<file path="src/rtl/uart_pkg.sv">
// uart_pkg: shared FIFO defaults and read-mode constants
package uart_pkg;
  localparam int DEF_DATA_W = 8;
  localparam int DEF_ADDR_W = 4;
  localparam int FWFT_REG   = 0;
  localparam int FWFT_FALL  = 1;
endpackage

</file>
<file path="src/rtl/fifo_ram.sv">
// fifo_ram: single write port, asynchronous read port storage array
module fifo_ram
  import uart_pkg::*;
#(
  parameter int DATA_W = DEF_DATA_W,
  parameter int ADDR_W = DEF_ADDR_W
) (
  input  logic              clk,
  input  logic              we,
  input  logic [ADDR_W-1:0] wa,
  input  logic [DATA_W-1:0] wd,
  input  logic [ADDR_W-1:0] ra,
  output logic [DATA_W-1:0] q
);
  logic [DATA_W-1:0] mem [2**ADDR_W];
  // store the accepted write word; the array is never cleared
  always_ff @(posedge clk)
    if (we) mem[wa] <= wd;
  assign q = mem[ra];
endmodule

</file>
<file path="src/rtl/param_fifo.sv">
// param_fifo: parameterized synchronous FIFO with registered flags and sticky error bits
module param_fifo
  import uart_pkg::*;
#(
  parameter int DATA_W   = DEF_DATA_W,
  parameter int ADDR_W   = DEF_ADDR_W,
  parameter int AF_LEVEL = (1 << ADDR_W) - 2,
  parameter int AE_LEVEL = 2,
  parameter int FWFT     = FWFT_REG
) (
  input  logic              clk,
  input  logic              rst,
  input  logic              wr,
  input  logic [DATA_W-1:0] w_data,
  input  logic              rd,
  output logic [DATA_W-1:0] r_data,
  output logic              empty,
  output logic              full,
  output logic              almost_empty,
  output logic              almost_full,
  output logic [ADDR_W:0]   count,
  output logic              overflow,
  output logic              underflow,
  input  logic              clr_err
);
  localparam logic [ADDR_W:0] FULL_CNT = {1'b1, {ADDR_W{1'b0}}};
  localparam logic [ADDR_W:0] AF_CNT   = AF_LEVEL[ADDR_W:0];
  localparam logic [ADDR_W:0] AE_CNT   = AE_LEVEL[ADDR_W:0];
  logic [ADDR_W-1:0] wr_ptr, rd_ptr;
  logic [DATA_W-1:0] head, r_q;
  logic              wr_ok, rd_ok;
  logic [ADDR_W:0]   cnt_n;
  // a write into a full FIFO only succeeds when a read frees a slot in the same cycle
  always_comb begin
    rd_ok = rd && !empty;
    wr_ok = wr && (!full || rd);
    cnt_n = count + (ADDR_W+1)'(wr_ok) - (ADDR_W+1)'(rd_ok);
  end
  fifo_ram #(.DATA_W(DATA_W), .ADDR_W(ADDR_W)) u_ram (
    .clk(clk),
    .we(wr_ok),
    .wa(wr_ptr),
    .wd(w_data),
    .ra(rd_ptr),
    .q(head)
  );
  // pointers, occupancy and flags, all derived from the post-edge count
  always_ff @(posedge clk)
    if (rst) begin
      wr_ptr       <= '0;
      rd_ptr       <= '0;
      count        <= '0;
      empty        <= 1'b1;
      full         <= 1'b0;
      almost_empty <= 1'b1;
      almost_full  <= 1'b0;
    end else begin
      wr_ptr       <= wr_ok ? wr_ptr + ADDR_W'(1) : wr_ptr;
      rd_ptr       <= rd_ok ? rd_ptr + ADDR_W'(1) : rd_ptr;
      count        <= cnt_n;
      empty        <= cnt_n == '0;
      full         <= cnt_n == FULL_CNT;
      almost_empty <= cnt_n <= AE_CNT;
      almost_full  <= cnt_n >= AF_CNT;
    end
  // sticky error bits; clr_err wins over a same-cycle set
  always_ff @(posedge clk)
    if (rst) begin
      overflow  <= 1'b0;
      underflow <= 1'b0;
    end else begin
      overflow  <= clr_err ? 1'b0 : overflow || (wr && full && !rd);
      underflow <= clr_err ? 1'b0 : underflow || (rd && empty);
    end
  // registered read data, loaded only when a read is accepted
  always_ff @(posedge clk)
    if (rst) r_q <= '0;
    else if (rd_ok) r_q <= head;
  assign r_data = (FWFT == FWFT_FALL) ? (empty ? '0 : head) : r_q;
endmodule

</file>
<file path="config.mk">
export PLATFORM = sky130hd
export DESIGN_NAME = param_fifo
export DESIGN_NICKNAME = d
export VERILOG_FILES = /design/src/rtl/uart_pkg.sv /design/src/rtl/fifo_ram.sv /design/src/rtl/param_fifo.sv
export SDC_FILE = /design/constraint.sdc
export NUM_CORES = 1
export LEC_CHECK = 0
export ABC_CLOCK_PERIOD_IN_PS = 7800
export CAP_MARGIN = 15
export CORE_AREA = 2 2 123 125
export CTS_CLUSTER_SIZE = 25
export DETAILED_ROUTE_END_ITERATION = 10
export DIE_AREA = 0 0 125 127
export PLACE_DENSITY = 0.59
export RECOVER_POWER = 100
export REMOVE_ABC_BUFFERS = 1
export SETUP_SLACK_MARGIN = 0.5
export SYNTH_ARGS = -nofsm -noshare
export SYNTH_HDL_FRONTEND = slang
export SYNTH_SLANG_ARGS = --single-unit
</file>
<file path="constraint.sdc">
create_clock -name clk -period 7.8 [get_ports clk]
set_clock_uncertainty 0.2 [all_clocks]
set_input_delay 1.56 -clock clk [delete_from_list [all_inputs] [get_ports clk]]
set_output_delay 1.56 -clock clk [all_outputs]
set_load 0.05 [all_outputs]
</file>
==> results of run 1 <==
worst paths after layout:
| check | startpoint | endpoint | slack [ns] | cells after the start |
|---|---|---|---|---|
| max | rd | almost_empty | 3.22 | 12 |
| min | r_data[2] | r_data[2] | 0.27 | 2 |
| max reg2reg | full | almost_empty | 4.66 | 11 |
| min reg2reg | r_data[2] | r_data[2] | 0.27 | 2 |
routing by layer:
layer,GRT usage (%),up-vias,part of all wire (%)
met3,4.48,18,6.0
met4,6.60,0,2.0
met1,19.9,1577,41
met2,27.3,70,51
met5,0,-,0
li1,-,1462,-
state kept, by name (all words and copies together) (netlist names):
register      flops
r_data            8
underflow         1
overflow          1
full              1
almost_full       1
u_ram.mem       128
empty             1
wr_ptr            4
rd_ptr            4
count             5
almost_empty      1
layout make-up:
cell class	instances	area [um^2]
clock inverters	13	103
inverters	10	37.5
flip-flops and latches	155	4390
well taps	184	230
repair buffers	35	333
multi-input cells	176	1580
clock buffers	19	433
fillers	1230	7320
worst max-delay path: cells and delay by family:
kind,cells,cell delay [ns]
AO/OA/AOI/OAI,3,0.83
adder cells (fa/ha/maj),3,0.90
buffers and inverters,3,0.72
multiplexers,1,0.19
AND/OR/NAND/NOR,2,0.46
power groups by stage:
stage	combinational, mW	sequential [mW]	clock [mW]
final	0.443	0.966	0.749
after global routing	0.481	0.972	0.800
after detailed placement	0.463	0.986	0
after floorplan	0.217	1.09	0
after CTS	0.465	0.969	0.763
after global placement	0.453	0.985	0
kinds of logic (layout without fill, tap and decap cells):
kind of cell               after synthesis  count (layout)  share of synthesized area [%]
AOI/OAI and AO/OA                       40              40                           4.66
xor gates and xnor gates                10              10                           1.44
adders and majority gates               11              11                           2.38
buffers and inverters                   28              77                           2.05
DFF                                    155             155                           71.9
muxes                                   57              57                           13.1
and+or+nand+nor                         58              58                           4.49
stage by stage:
step                      utilization, %  std cells
after floorplan                        -        341
after global placement              45.7        560
after detailed placement            45.7        560
after CTS                           49.4        592
after global routing                49.3        592
final                               49.3        592
layout by cell type (no fill, tap or decap), types with 6 or more instances in the layout:
cell type / netlist / layout
dfxtp_1: 27 / 26
dlygate4sd3_1: 0 / 29
edfxtp_1: 128 / 128
mux4_2: 18 / 18
a32oi_1: 7 / 7
nor2_1: 23 / 23
nand2_1: 9 / 9
mux2i_1: 38 / 38
a22oi_1: 15 / 15
inv_1: 10 / 10
ha_1: 10 / 10
o21ai_0: 4 / 8
xnor2_1: 6 / 6
nor3_1: 6 / 6
clkbuf_16: 0 / 17
==> run summary, run 1 <==
Deepest clock path buffer count = 2
Drt total wl = 12200 um
Sequential fraction of the synthesis area = 71.9%
GRT Total Usage = 16.2%
TNS Setup = 0 ns
Comb power frac = 20.5%
Count of routing violations after the opening detailed-route iteration = 213
CP Launch Type = input port
P&R area growth vs syn = 16.5%
Sequential share of power = 44.8%
Pre-antenna DRT Iters = 4
Number of flops mapped to enable cells by yosys = 128
Peak fanout along the critical path = 6
Sink Count = 155
Layout cells sized above 1 = 12.5%
Synth area leaders = edfxtp_1, dfxtp_1, mux4_2
Req. time, crit path = 7.88 ns
Critical path's slowest cell = dlygate4sd3_1
Post-DR wirelength/cell = 20.6 um
Library cells used by synthesis = 36
Primary FF master, synth = edfxtp_1
Async SR Flop Fraction = 0%
Final period utilization = 58.7%
Placed Area = 0.00659 mm^2
Max incr delay on CP = 0.57 ns
Placement row count = 44
Gpl congestion = 0.760
Die span in x = 125 um
Max-cap violation count = 0
Inserted Clock Buffers = 17
Maximum VDD drop = 0.144 mV
Status = finished, final reports clean
CP endpoint kind = register
First-pass GRT wire length = 18600 um
Post-synth top cells = edfxtp_1, mux2i_1, dfxtp_1, nor2_1, mux4_2
Tmin final = 4.58 ns
Post-Syn Area = 0.00610 mm^2
Antenna Nets Post-Route = 0
Worst skew pair latency = 0.42 ns
Post-Syn Instances = 359
Net switching power = 0.612 mW
CTS tree = yes
Die area = 0.0159 mm^2
Sw Ratio = 28.4%
Yosys warns = 0
Internal power = 1.55 mW
Slew Limit Fails = 0
Starting Density = 42.3%
Final Power = 2.16 mW
Vias in the first global route = 3315
Final hold violation count = 0
Critical-path cell list = dlygate4sd3_1, nand2b_1, and2_0, inv_1, ha_1, inv_1, ha_1, fa_1, a21o_1, a21oi_1, mux2i_1, a2111oi_0
DP Wirelength = 7650 um
Nets@finish = 419
Maximum number of pins on one net before global-route repair = 50
Setup violations, final = 0
Core ar. = 0.0144 mm^2
Flops & latches, synth = 155
DRC Markers = 0
Vias/cell = 5.28
HP Class = register to register
Antenna violations before repair = 0
DP Worst Slack = 3.02 ns
Total gr overflow = 0
Critical path type = input port to register
Clk pin slew, worst setup/hold paths = 0.06 ns
Ports = 32
Pwr dens = 304 mW/mm^2
Power share of the clock group = 34.7%
Max Clk Rate = 219 MHz
Final worst setup slack = 3.22 ns
Tightest Pin Transition = 1.45 ns
Dominant cell type by area after synthesis = edfxtp_1
Unrepaired setup endpoints after global routing = no
Hold Slack = 0.271 ns
Final Cell Area = 0.00711 mm^2
Share of the synthesized area in the top cell type = 63.0%
P_leak = 2.30 nW
PortBufs = 31
Clock root cell = clkbuf_16
Syn Area/Cell = 17.0 um^2
Critical path arrival = 4.66 ns
Cts hold-fix bufs = 0
H-Tree Depth = 4
Cell with the most instances after synthesis = edfxtp_1
Ant diodes = 0
Postcts setup bufs = 0
Slew HR = 2.30%
Cts repair resizes = 0
DR vias = 3127
Die H = 127 um
Power figures use the tool's default switching activity.
==> run 2, diff against run 1 <==
Settings changed: ABC_CLOCK_PERIOD_IN_PS 7800 to 4540.
Clock period 7.8 ns to 4.54 ns, I/O delays scaled along.
==> run summary, run 2 (synthesis gave the netlist of run 1 again) <==
CP Launch Type = input port
H-Tree Depth = 4
DRC Markers = 0
Critical path arrival = 3.99 ns
Inserted Clock Buffers = 17
Maximum VDD drop = 0.288 mV
Setup violations, final = 0
Cts hold-fix bufs = 0
Deepest clock path buffer count = 2
Vias/cell = 5.27
Layout cells sized above 1 = 13.3%
Pre-antenna DRT Iters = 4
Critical path type = input port to register
Cts repair resizes = 0
Ant diodes = 0
Die H = 127 um
Slew HR = 30.0%
Starting Density = 42.3%
Slew Limit Fails = 0
HP Class = register to register
Final period utilization = 85.7%
Maximum number of pins on one net before global-route repair = 35
Sink Count = 155
PortBufs = 31
DR vias = 3138
P_leak = 2.37 nW
Req. time, crit path = 4.64 ns
Die area = 0.0159 mm^2
Nets@finish = 423
Tmin final = 3.89 ns
Vias in the first global route = 3300
GRT Total Usage = 16.7%
Total gr overflow = 0
Max reg flops = 128
CP endpoint kind = register
CTS tree = yes
Final hold violation count = 0
Unrepaired setup endpoints after global routing = no
Layout fillers = 1229
Final Cell Area = 0.00726 mm^2
Antenna violations before repair = 0
Pwr dens = 556 mW/mm^2
Post-DR wirelength/cell = 21.0 um
Max Clk Rate = 257 MHz
P&R area growth vs syn = 19.1%
Biggest register = u_ram.mem
Leading cell type in the layout, fill and taps excluded = edfxtp_1
First-pass GRT wire length = 19400 um
Gpl congestion = 0.772
Placed Area = 0.00661 mm^2
Clk pin slew, worst setup/hold paths = 0.06 ns
Max-cap violation count = 0
Tightest Pin Transition = 1.05 ns
Clock root cell = clkbuf_16
Peak fanout along the critical path = 6
Die span in x = 125 um
Core ar. = 0.0144 mm^2
Count of routing violations after the opening detailed-route iteration = 219
Worst skew pair latency = 0.42 ns
Most frequent cells in the layout = edfxtp_1, mux2i_1, dlygate4sd3_1
TNS Setup = 0 ns
DP Wirelength = 8020 um
Antenna Nets Post-Route = 0
Postcts setup bufs = 0
Placement row count = 44
Ports = 32
Drt total wl = 12500 um
Status = finished, final reports clean
[run 2: cell types whose count changed in the layout (fill, tap and decap cells not counted), sizes merged]
cell,change
bufinv,+5
clkbuf,+2
clkinv,-5
inv,+1
buf,+1
[run 2: worst paths after layout]
kind / startpoint / to / slack, ns / cells past startpoint
worst max-delay path: rd / almost_empty / 0.65 / 12
worst min-delay path: r_data[5] / r_data[5] / 0.28 / 2
worst max register to register: full / almost_empty / 1.45 / 11
worst min register to register: r_data[5] / r_data[5] / 0.28 / 2
[run 2: cell type report]
type | count | area, um^2 | share of cell area [%]
Inverter | 10 | 37.5 | 0.517
Multi-Input combinational cell | 176 | 1580 | 21.8
Timing Repair Buffer | 39 | 352 | 4.84
Tap cell | 184 | 230 | 3.17
Sequential cell | 155 | 4390 | 60.4
Clock inverter | 14 | 243 | 3.34
Clock buffer | 18 | 429 | 5.91
[run 2: stage by stage]
| stage | util [%] | hold slack (ns) | cells | total power, mW | setup WS [ns] |
|---|---|---|---|---|---|
| 6_report | 50.3 | 0.275 | 596 | 4.03 | 0.651 |
| 5_1_grt | 50.3 | 0.323 | 596 | 4.19 | 0.342 |
| 3_5_place_dp | 45.8 | 0.264 | 564 | 2.50 | 0.477 |
| 2_1_floorplan | - | 0.271 | 341 | 2.25 | 1.27 |
| 3_3_place_gp | 45.8 | 0.265 | 564 | 2.49 | 0.594 |
| 4_1_cts | 50.5 | 0.279 | 596 | 4.10 | 0.912 |
[run 2: power breakdown]
group / internal (mW) / total, mW / switching, mW
Combinational: 0.296 / 0.747 / 0.451
Clock: 1.03 / 1.60 / 0.567
Sequential: 1.62 / 1.69 / 0.0666
[run 2: worst max-delay path, cell delays in order]
cell and delay [ns]:
dlygate4sd3_1 0.58, nand2b_1 0.16, and2_0 0.33, inv_1 0.11
ha_1 0.29, inv_1 0.04, ha_1 0.20, fa_1 0.41
a21o_1 0.18, a21oi_1 0.27, mux2i_1 0.17, a2111oi_0 0.35
[run 2: per-layer routing]
metal	track usage, %	share of wire (%)	wire length (um)	up-vias
li1	-	-	-	1472
met1	21.2	44	5520	1614
met2	28.5	52	6490	36
met3	3.56	2.4	302	16
met4	5.88	1.6	203	0
met5	0	0	0	-
